--- src/rtl/jtag_dmi_master.sv ---
// DTM-side DMI initiator: issues captured scan words to the DM and returns responses with sticky dmistat.
// Optional per-transaction timeout is compiled in with `define DMI_TIMEOUT_EN.
module jtag_dmi_master #(
    parameter int unsigned DMI_ADDR_BITS  = 6,
    parameter int unsigned DMI_DATA_BITS  = 32,
    parameter int unsigned DMI_OP_BITS    = 2
`ifdef DMI_TIMEOUT_EN
    ,
    parameter int unsigned TIMEOUT_CYCLES = 64
`endif
) (
    input  logic                                               clk,
    input  logic                                               rst,
    input  logic                                               scan_req_valid,
    input  logic [DMI_ADDR_BITS+DMI_DATA_BITS+DMI_OP_BITS-1:0] scan_req_data,
    output logic                                               scan_resp_valid,
    output logic [DMI_ADDR_BITS+DMI_DATA_BITS+DMI_OP_BITS-1:0] scan_resp_data,
    input  logic                                               dmi_reset,
    input  logic                                               dmi_hard_reset,
    output logic [1:0]                                         dmi_stat,
    output logic                                               dtm_req_valid,
    output logic [DMI_ADDR_BITS+DMI_DATA_BITS+DMI_OP_BITS-1:0] dtm_req_data,
    input  logic                                               dm_is_busy,
    input  logic [DMI_ADDR_BITS+DMI_DATA_BITS+DMI_OP_BITS-1:0] dm_resp_data
);

    localparam int unsigned DMI_BITS = DMI_ADDR_BITS + DMI_DATA_BITS + DMI_OP_BITS;

    localparam logic [1:0] S_IDLE      = 2'd0;
    localparam logic [1:0] S_ISSUE     = 2'd1;
    localparam logic [1:0] S_WAIT_ACK  = 2'd2;
    localparam logic [1:0] S_WAIT_RESP = 2'd3;

    localparam logic [1:0] ST_OK     = 2'd0;
    localparam logic [1:0] ST_BUSY   = 2'd3;

    logic [1:0]          state, state_n;
    logic                req_valid_n;
    logic [DMI_BITS-1:0] req_data_n;
    logic                resp_valid_n;
    logic [DMI_BITS-1:0] resp_data_n;
    logic [1:0]          stat_n;

    // Status-only response word: address echoed, data zeroed.
    function automatic logic [DMI_BITS-1:0] status_word(
        input logic [DMI_ADDR_BITS-1:0] addr,
        input logic [1:0]               st
    );
        return {addr, {DMI_DATA_BITS{1'b0}}, DMI_OP_BITS'(st)};
    endfunction

`ifdef DMI_TIMEOUT_EN
    localparam int unsigned TIMER_W     = $clog2(TIMEOUT_CYCLES + 1);
    localparam logic [1:0]  ST_FAILED   = 2'd2;

    logic [TIMER_W-1:0] timer, timer_n;
    logic               timeout_c;

    // Fires on the edge that completes TIMEOUT_CYCLES cycles outside IDLE.
    assign timeout_c = (state != S_IDLE) && (timer == TIMER_W'(TIMEOUT_CYCLES - 1));
`endif

    // Next-state and next-output logic.
    always_comb begin
        state_n      = state;
        req_valid_n  = 1'b0;
        req_data_n   = dtm_req_data;
        resp_valid_n = 1'b0;
        resp_data_n  = scan_resp_data;
        stat_n       = dmi_stat;

        case (state)
            S_IDLE: begin
                if (scan_req_valid) begin
                    if (dmi_stat == ST_OK) begin
                        req_valid_n = 1'b1;
                        req_data_n  = scan_req_data;
                        state_n     = S_ISSUE;
                    end else begin
                        resp_valid_n = 1'b1;
                        resp_data_n  = status_word(scan_req_data[DMI_BITS-1 -: DMI_ADDR_BITS], dmi_stat);
                    end
                end
            end
            S_ISSUE: state_n = S_WAIT_ACK;
            S_WAIT_ACK: begin
                if (dm_is_busy) begin
                    state_n = S_WAIT_RESP;
                end
            end
            S_WAIT_RESP: begin
                if (!dm_is_busy) begin
                    resp_valid_n = 1'b1;
                    resp_data_n  = dm_resp_data;
                    state_n      = S_IDLE;
                end
            end
            default: state_n = S_IDLE;
        endcase

        // A scan arriving while a transaction is in flight is dropped.
        if (scan_req_valid && (state != S_IDLE) && (dmi_stat == ST_OK)) begin
            stat_n = ST_BUSY;
        end

`ifdef DMI_TIMEOUT_EN
        if (timeout_c && (state_n != S_IDLE)) begin
            state_n      = S_IDLE;
            resp_valid_n = 1'b1;
            resp_data_n  = status_word(dtm_req_data[DMI_BITS-1 -: DMI_ADDR_BITS], ST_FAILED);
            if (dmi_stat == ST_OK) begin
                stat_n = ST_FAILED;
            end
        end
        if ((state == S_IDLE) || (state_n == S_IDLE)) begin
            timer_n = '0;
        end else if (timer != TIMER_W'(TIMEOUT_CYCLES)) begin
            timer_n = timer + TIMER_W'(1);
        end else begin
            timer_n = timer;
        end
`endif

        if (dmi_reset) begin
            stat_n = ST_OK;
        end

        // Hard reset abandons everything, including a scan in the same cycle.
        if (dmi_hard_reset) begin
            state_n      = S_IDLE;
            req_valid_n  = 1'b0;
            req_data_n   = dtm_req_data;
            resp_valid_n = 1'b0;
            resp_data_n  = scan_resp_data;
            stat_n       = ST_OK;
`ifdef DMI_TIMEOUT_EN
            timer_n      = '0;
`endif
        end
    end

    // State and output registers.
    always_ff @(posedge clk) begin
        if (rst) begin
            state           <= S_IDLE;
            dtm_req_valid   <= 1'b0;
            dtm_req_data    <= '0;
            scan_resp_valid <= 1'b0;
            scan_resp_data  <= '0;
            dmi_stat        <= ST_OK;
        end else begin
            state           <= state_n;
            dtm_req_valid   <= req_valid_n;
            dtm_req_data    <= req_data_n;
            scan_resp_valid <= resp_valid_n;
            scan_resp_data  <= resp_data_n;
            dmi_stat        <= stat_n;
        end
    end

`ifdef DMI_TIMEOUT_EN
    always_ff @(posedge clk) begin
        if (rst) begin
            timer <= '0;
        end else begin
            timer <= timer_n;
        end
    end
`endif

endmodule

--- config.mk ---
export PLATFORM = sky130hd
export DESIGN_NAME = jtag_dmi_master
export DESIGN_NICKNAME = d
export VERILOG_FILES = /design/src/rtl/jtag_dmi_master.sv
export SDC_FILE = /design/constraint.sdc
export NUM_CORES = 1
export LEC_CHECK = 0
export CAP_MARGIN = 20
export CELL_PAD_IN_SITES_DETAIL_PLACEMENT = 0
export CELL_PAD_IN_SITES_GLOBAL_PLACEMENT = 1
export CORE_MARGIN = 3
export CORE_UTILIZATION = 31
export CTS_BUF_LIST = sky130_fd_sc_hd__clkbuf_16
export CTS_CLUSTER_SIZE = 25
export DETAILED_ROUTE_END_ITERATION = 6
export GPL_TIMING_DRIVEN = 0
export PLACE_DENSITY = 0.83
export SKIP_CTS_REPAIR_TIMING = 1
export SLEW_MARGIN = 30
export SYNTH_ARGS = -nofsm -noshare
export SYNTH_HDL_FRONTEND = slang
export SYNTH_SLANG_ARGS = --single-unit
--- constraint.sdc ---
create_clock -name clk -period 2.47 [get_ports clk]
set_input_delay 0.247 -clock clk [delete_from_list [all_inputs] [get_ports clk]]
set_output_delay 0.247 -clock clk [all_outputs]
set_load 0.01 [all_outputs]
==> results of run 1 <==
==> sequential cells by signal, indices dropped and copies added (netlist names) <==
name and count:
dtm_req_valid 1, dmi_stat 1, scan_resp_data 40, dtm_req_data 40, state 2, scan_resp_valid 1
==> path summary, 6_finish.rpt <==
| check | startpoint | endpoint | slack (ns) |
|---|---|---|---|
| min reg2reg | dtm_req_data[29]$_SDFFE_PP0P_ | dtm_req_data[29]$_SDFFE_PP0P_ | 0.45 |
| max reg2reg | state[0]$_SDFFE_PP0P_ | scan_resp_data[17]$_SDFFE_PP0P_ | 0.64 |
| min | dtm_req_data[29]$_SDFFE_PP0P_ | dtm_req_data[29]$_SDFFE_PP0P_ | 0.45 |
| max | state[0]$_SDFFE_PP0P_ | scan_resp_data[17]$_SDFFE_PP0P_ | 0.64 |
==> layout make-up <==
type	count	area, µm²	area share
clock buffer	9	225	0.0402
clock inverter	6	65.1	0.0116
sequential	85	1700	0.303
timing repair buffer	169	1690	0.302
inverter	4	15.0	0.00268
multi-input combinational	266	1510	0.270
buffer	39	228	0.0406
tap	136	170	0.0303
==> layout by cell type (no fill, tap or decap), types with 3 or more instances in the layout <==
cell	Yosys	routed
clkdlybuf4s50_1	0	169
a21oi_2	8	8
a211oi_2	8	8
inv_1	4	4
mux2i_1	10	10
o21ai_0	29	29
a21oi_1	73	73
buf_6	5	5
clkbuf_16	0	9
dfxtp_1	85	85
nand4_1	32	32
clkbuf_1	11	11
o21ai_1	4	4
buf_2	14	14
ha_1	4	4
clkbuf_2	3	3
nand2_1	83	83
buf_4	6	6
==> routing by layer <==
metal,track usage,routed length (µm)
met5,0,0
met4,0.0357,91
met3,0.0685,842
met2,0.289,5200
met1,0.230,5040
==> power by group through the flow <==
stage | combinational, mW | sequential [mW] | clock (mW)
final | 0.524 | 1.44 | 1.32
after global routing | 0.571 | 1.44 | 1.42
after CTS | 0.528 | 1.44 | 1.36
after detailed placement | 0.525 | 1.47 | 0
after global placement | 0.518 | 1.47 | 0
after floorplan | 0.212 | 1.49 | 0
==> worst max-delay path, stage by stage, from the launching register on <==
cell      delay, ns
dfxtp_1        0.36
inv_1          0.09
ha_1           0.37
a211o_1        0.36
clkbuf_2       0.23
o21ai_0        0.21
a21oi_1        0.08
==> kinds of logic after synthesis <==
kind of cell    count (synthesis)  synth area share
simple gates                  124             0.168
compound gates                128             0.226
fa+ha+maj                       4            0.0145
flops                          85             0.492
buf+inv                        43            0.0702
mux                            10            0.0290
==> metrics.yaml, run 1 <==
dp_cells: 699
whs_path_depth: 2
die_area_mm2: 0.0125
seqPwrFrac: 0.438
final_antenna_net_count: 0
power_density_mw_per_mm2: 585
drive_gt1_frac: 0.112
internal_power_mw: 2.47
die_w_um: 112
pwr-share-clk: 0.402
leakagePower_nw: 1.94
root_buffer: "clkbuf_16"
synth-seq-area-share: 0.492
core_area_mm2: 0.0106
worstHoldPathType: "reg2reg"
finalWirelength_um: 11200
overflow: 0
synthDistinctLibCells: 29
skew_ns: 0.00678
sw_frac_of_total: 0.248
cts_made_buffers: 9
grt_pass1_vias: 3607
place_hpwl_um: 8400
grt_max_degree: 15
netlist_area_mm2: 0.00346
start_util: 0.326
antenna_cells: 0
syn2layout_area_growth_pct: 62.3
final_nets: 664
synth_top_cells_by_count: "85 x dfxtp_1, 83 x nand2_1, 73 x a21oi_1, 32 x nand4_1, 29 x o21ai_0"
grt_pass1_wl_um: 18400
clk_pin_slew_ns: 0.06
globalplace.congestion: 0.781
htree_levels: 3
ys_ff_latch: 85
drv_cap: 0
fp.dieH_um: 112
place_area_mm2: 0.00532
cts_tree: "yes"
rsz0062_at_grt: "no"
critPathLaunchType: "flop"
setup_tns_ns: 0
worstPathArrival_ns: 2.03
syn_nets: 484
final_cells: 714
total_power_mw: 3.28
min_period_ns: 1.83
synthFlopType: "dfxtp_1"
path_class: "reg2reg"
ir_worst_vdd_uv: 351
pin_count: 170
async_flop_share: 0
combinationalPowerShare: 0.160
synth_edf_count: 0
drt_pass1_iterations: 4
reg2reg_depth: 6
fin_ws_ns: 0.639
status: "completed"
drc: 0
synth_largest_area_cell: "dfxtp_1"
vias: 3535
relSlewSlack: 0.576
switching_power_mw: 0.816
netlist.area_leader.share: 0.492
min_period_over_period: 0.741
antenna_found_initial: 0
routedWlPerCell_um: 15.7
slew_viol_final: 0
fin_util: 0.529
hold_viol_final: 0
cts_buffer_depth: 2
hold_ws_ns: 0.454
tightest_slew_ns: 0.636
drtIter0Drc: 139
synthCells: 394
clock-sinks: 85
setup_viol: 0
nFillCells: 1029
crit_fanout: 10
final_area_mm2: 0.00561
rows: 37
port_buffers: 169
post-place-ws_ns: 0.462
syn_avg_cell_area_um2: 8.77
viasPerCell: 4.95
crit_required_ns: 2.66
clk_latency_ns: 0.33
fmax_ghz: 0.546
yosys_warnings: 0
grt.total_usage: 0.179
synthTopCellsByArea: "dfxtp_1 49%, a21oi_1 11%, nand2_1 9.0%"
end_kind: "flop"
yosys.cell_count.top_type: "dfxtp_1"
(Power assumes the default switching activity.)
==> run 2, diff against run 1 <==
--- a/config.mk
+++ b/config.mk
@@ -9,12 +9,12 @@
 export CELL_PAD_IN_SITES_DETAIL_PLACEMENT = 0
 export CELL_PAD_IN_SITES_GLOBAL_PLACEMENT = 1
 export CORE_MARGIN = 3
-export CORE_UTILIZATION = 31
+export CORE_UTILIZATION = 29
 export CTS_BUF_LIST = sky130_fd_sc_hd__clkbuf_16
 export CTS_CLUSTER_SIZE = 25
 export DETAILED_ROUTE_END_ITERATION = 6
 export GPL_TIMING_DRIVEN = 0
-export PLACE_DENSITY = 0.83
+export PLACE_DENSITY = 0.78
 export SKIP_CTS_REPAIR_TIMING = 1
 export SLEW_MARGIN = 30
 export SYNTH_ARGS = -nofsm -noshare
==> constraint.sdc (replaced) <==
create_clock -name clk -period 1.9 [get_ports clk]
set_input_delay 0.19 -clock clk [delete_from_list [all_inputs] [get_ports clk]]
set_output_delay 0.19 -clock clk [all_outputs]
set_load 0.01 [all_outputs]
==> run 2 against run 1 <==
Against the previous run: clock power is 40% higher; routed wire length up 3.3%; cell count rose by 1.1%; highest routed layer unchanged; hold slack lost 0.052 ns; global-route usage shrank 0.63 points; first-iteration DRC count up 7.2%.
==> metrics.yaml, run 2 (same netlist as run 1, synthesis figures left out) <==
whs_path_depth: 3
final_nets: 664
leakagePower_nw: 1.95
skew_ns: 0.00773
reg.largest.list: "dtm_req_data (40), scan_resp_data (40), state (2)"
min_from: "scan_req_data[30]"
status: "completed"
worstPathArrival_ns: 1.98
hold_viol_final: 0
globalplace.congestion: 0.756
root_buffer: "clkbuf_16"
clk_latency_ns: 0.33
antenna_found_initial: 0
reg2reg_depth: 6
start_util: 0.300
drtIter0Drc: 149
ir_worst_vdd_uv: 340
drive_gt1_frac: 0.112
drt_pass1_iterations: 5
nFillCells: 1144
pin_count: 170
die_area_mm2: 0.0133
place_hpwl_um: 8660
grt_pass1_vias: 3530
worstHoldPathType: "in2reg"
routedWlPerCell_um: 16.0
min_period_over_period: 0.939
dp_cells: 706
reg2reg_slack_ns: 0.12
grt_pass1_wl_um: 18000
die_w_um: 115
crit_required_ns: 2.09
cts_made_buffers: 9
power_density_mw_per_mm2: 779
syn2layout_area_growth_pct: 63.5
tightest_slew_ns: 0.656
htree_levels: 3
setup_viol: 0
drc: 0
relSlewSlack: 0.563
antenna_cells: 0
final_cells: 722
fin_util: 0.491
overflow: 0
critPathLaunchType: "flop"
grt.total_usage: 0.173
grt_max_degree: 15
fp.dieH_um: 115
hold-path-endpoint: "dtm_req_data[30]$_SDFFE_PP0P_"
fmax_ghz: 0.561
path_class: "reg2reg"
min_period_ns: 1.78
rr_startpoint: "state[0]$_SDFFE_PP0P_"
seq_area_mm2: 0.00170
clk_pin_slew_ns: 0.06
cts_buffer_depth: 2
final_area_mm2: 0.00565
end_kind: "flop"
final_antenna_net_count: 0
viasPerCell: 4.88
finalWirelength_um: 11500
slew_viol_final: 0
hold_ws_ns: 0.402
port_buffers: 169
total_power_mw: 4.40
crit_fanout: 10
vias: 3520
multiInputGateArea_mm2: 0.00152
rsz0062_at_grt: "yes"
clock-sinks: 85
place_area_mm2: 0.00533
cts_tree: "yes"
rows: 39
drv_cap: 0
final_cell_mix: "169 x clkdlybuf4s50_1, 85 x dfxtp_1, 83 x nand2_1"
core_area_mm2: 0.0115
mostFrequentLayoutCell: "clkdlybuf4s50_1"
r2r_end: "scan_resp_data[12]$_SDFFE_PP0P_"
-- run 2: power by group --
group	switching, mW	internal [mW]
Clock	0.706	1.14
Sequential	0.0327	1.84
Combinational	0.323	0.359
-- run 2: worst max-delay path by stage --
stage                                       to             startpoint  slack [ns]  cells past startpoint
2_1_floorplan  scan_resp_data[31]$_SDFFE_PP0P_  state[0]$_SDFFE_PP0P_        0.30                      6
3_3_place_gp          dtm_req_valid$_SDFF_PP0_                    rst       -0.03                      4
3_5_place_dp     dtm_req_data[33]$_SDFFE_PP0P_                    rst       -0.07                      4
4_1_cts        scan_resp_data[11]$_SDFFE_PP0P_  state[0]$_SDFFE_PP0P_        0.03                      6
5_1_grt        scan_resp_data[17]$_SDFFE_PP0P_  state[1]$_SDFFE_PP0P_      -0.003                      6
6_report       scan_resp_data[12]$_SDFFE_PP0P_  state[0]$_SDFFE_PP0P_        0.12                      6
-- run 2: critical path, cell delays in order (launching register included) --
cell	delay [ns]
dfxtp_1	0.36
inv_1	0.09
ha_1	0.38
a211o_4	0.33
clkbuf_2	0.19
o21ai_0	0.20
a21oi_1	0.09
-- run 2: cell type report --
class	count	area share
Sequential cell	85	0.301
Buffer	39	0.0403
Inverter	4	0.00266
Clock inverter	7	0.0162
Clock buffer	9	0.0398
Multi-Input combinational cell	266	0.269
Tap cell	143	0.0317
Timing Repair Buffer	169	0.299
-- run 2: through the flow --
| step | worst slack, ns | TNS, ns |
|---|---|---|
| final | 0.116 | 0 |
| after global routing | -0.00309 | -0.00542 |
| after CTS | 0.0263 | 0 |
| after detailed placement | -0.0670 | -0.622 |
| after global placement | -0.0347 | -0.173 |
| after floorplan | 0.298 | 0 |
-- run 2: metal layers --
layer,part of all wire,vias to the layer above,GRT usage
met5,0,-,0
li1,-,1735,-
met2,0.49,112,0.285
met4,0.012,0,0.0728
met1,0.43,1663,0.218
met3,0.064,10,0.0374
==> run 3, diff against run 2 <==
--- a/config.mk
+++ b/config.mk
@@ -5,16 +5,17 @@
 export SDC_FILE = /design/constraint.sdc
 export NUM_CORES = 1
 export LEC_CHECK = 0
+export ABC_AREA = 1
 export CAP_MARGIN = 20
 export CELL_PAD_IN_SITES_DETAIL_PLACEMENT = 0
 export CELL_PAD_IN_SITES_GLOBAL_PLACEMENT = 1
 export CORE_MARGIN = 3
-export CORE_UTILIZATION = 29
+export CORE_UTILIZATION = 27
 export CTS_BUF_LIST = sky130_fd_sc_hd__clkbuf_16
 export CTS_CLUSTER_SIZE = 25
 export DETAILED_ROUTE_END_ITERATION = 6
 export GPL_TIMING_DRIVEN = 0
-export PLACE_DENSITY = 0.78
+export PLACE_DENSITY = 0.76
 export SKIP_CTS_REPAIR_TIMING = 1
 export SLEW_MARGIN = 30
 export SYNTH_ARGS = -nofsm -noshare
==> run 3 against run 2 <==
Against the previous run: cell count grew 18%; sequential power is 4% higher; critical path depth decreased by 4; via count up 3.9%; total power increased by 5.2%; sequential share of layout area decreased by 0.35 points; area after synthesis increased by 1.4%; sequential cell count unchanged; count of clock-buffer cells in the layout stayed put; combinational power increased by 23%; final area increased by 1.2%; largest cell class unchanged; highest routed layer unchanged.
==> metrics.yaml, run 3 <==
relSlewSlack: 0.670
drt_pass1_iterations: 4
drtIter0Drc: 126
tightest_slew_ns: 0.496
internal_power_mw: 3.48
synthFlopType: "dfxtp_1"
netlist_area_mm2: 0.00351
async_flop_share: 0
start_util: 0.284
worstHoldPathType: "in2reg"
ir_worst_vdd_uv: 422
min_period_ns: 1.69
viasPerCell: 4.31
drv_cap: 0
final_antenna_net_count: 0
synth-seq-area-share: 0.485
root_buffer: "clkbuf_16"
cts_buffer_depth: 2
reg2reg_slack_ns: 0.21
min_period_over_period: 0.890
fp.dieH_um: 120
yosys_warnings: 0
vias: 3657
die_w_um: 120
die_area_mm2: 0.0144
setup_viol: 0
synth_edf_count: 0
multiInputGateArea_mm2: 0.00157
drc: 0
status: "completed"
rsz0062_at_grt: "no"
grt_pass1_vias: 3515
setup_tns_ns: 0
overflow: 0
crit_required_ns: 1.71
clock-sinks: 85
fin_ws_ns: 0.208
seqPwrFrac: 0.419
slew_viol_final: 0
antenna_found_initial: 0
clk_latency_ns: 0.33
worstPathArrival_ns: 1.50
leakagePower_nw: 2.18
pin_count: 170
grt_max_degree: 15
cts_tree: "yes"
hold_ws_ns: 0.159
syn_nets: 587
synth_largest_area_cell: "dfxtp_1"
mostFrequentLayoutCell: "nand2_1"
port_buffers: 168
synthTopCellsByArea: "dfxtp_1 49%, nand2_1 18%, nor2_1 8.8%"
grt_pass1_wl_um: 18000
sw_frac_of_total: 0.248
power_density_mw_per_mm2: 810
skew_ns: 0.00620
syn_avg_cell_area_um2: 7.05
netlist.area_leader.share: 0.485
switching_power_mw: 1.15
seq_area_mm2: 0.00170
place_area_mm2: 0.00540
synthCells: 497
final_cell_mix: "172 x nand2_1, 168 x clkdlybuf4s50_1, 85 x dfxtp_1"
routedWlPerCell_um: 13.3
synthDistinctLibCells: 21
final_nets: 766
end_kind: "primary output"
drive_gt1_frac: 0.0764
critPathLaunchType: "flop"
final_area_mm2: 0.00572
nFillCells: 1273
hold_viol_final: 0
syn2layout_area_growth_pct: 63.1
yosys.cell_count.top_type: "nand2_1"
globalplace.congestion: 0.777
clk_pin_slew_ns: 0.06
post-place-ws_ns: 0.190
crit_fanout: 6
reg.largest.list: "dtm_req_data (40), scan_resp_data (40), state (2)"
rows: 40
finalWirelength_um: 11300
antenna_cells: 0
pwr-share-clk: 0.400
fmax_ghz: 0.591
ys_ff_latch: 85
grt.total_usage: 0.156
place_hpwl_um: 8670
cts_made_buffers: 9
synth_top_cells_by_count: "172 x nand2_1, 85 x dfxtp_1, 82 x nor2_1, 43 x a21oi_1, 40 x nand3_1"
htree_levels: 3
path_class: "reg2out"
core_area_mm2: 0.0124
combinationalPowerShare: 0.181
[run 3: worst paths after layout]
path	start	endpoint	cells after the start
setup reg to reg	state[0]$_SDFFE_PP0P_	scan_resp_data[37]$_SDFFE_PP0P_	9
hold reg to reg	dtm_req_data[2]$_SDFFE_PP0P_	dtm_req_data[2]$_SDFFE_PP0P_	2
setup / recovery	dmi_stat[0]$_SDFFE_PP0P_	dmi_stat[1]	2
hold / removal	rst	dtm_req_data[39]$_SDFFE_PP0P_	2
[run 3: kinds of logic (layout without fill, tap and decap cells)]
kind of cell               count (synthesis)  after routing  share of synthesized area
and+or+nand+nor                          308            308                      0.355
DFF                                       85             85                      0.485
AOI/OAI and AO/OA                         51             51                     0.0774
buffers and inverters                     49            233                     0.0678
adders and majority gates                  4              4                     0.0143
[run 3: final cells by class]
class                   count  share of cell area
flip-flops and latches     85               0.298
repair buffers            168               0.294
multi-input cells         363               0.274
clock buffers               9              0.0394
well taps                 168              0.0368
plain buffers              35              0.0333
clock inverters             7              0.0158
inverters                  14             0.00919
[run 3: critical path: stages (launching register included)]
cell	delay [ns]
dfxtp_1	0.48
buf_4	0.16
clkdlybuf4s50_1	0.53
[run 3: per-stage QoR]
step	cells	utilization	power, mW
global placement	833	0.437	2.82
finish	849	0.463	4.63
floorplan	497	-	2.35
global route	849	0.463	4.86
detailed placement	833	0.437	2.83
CTS	849	0.462	4.71
[run 3: power groups by stage]
stage	logic, mW	registers [mW]	clock network, mW
after floorplan	0.332	2.02	0
after global placement	0.840	1.98	0
after detailed placement	0.846	1.98	0
after CTS	0.850	1.94	1.92
after global routing	0.927	1.95	1.98
final	0.839	1.94	1.85
[run 3: per-layer routing]
layer | GRT usage | vias up | routed length [µm]
li1 | - | 1907 | -
met1 | 0.196 | 1645 | 5000
met2 | 0.258 | 94 | 5540
met3 | 0.0349 | 11 | 588
met4 | 0.0644 | 0 | 176
met5 | 0 | - | 0
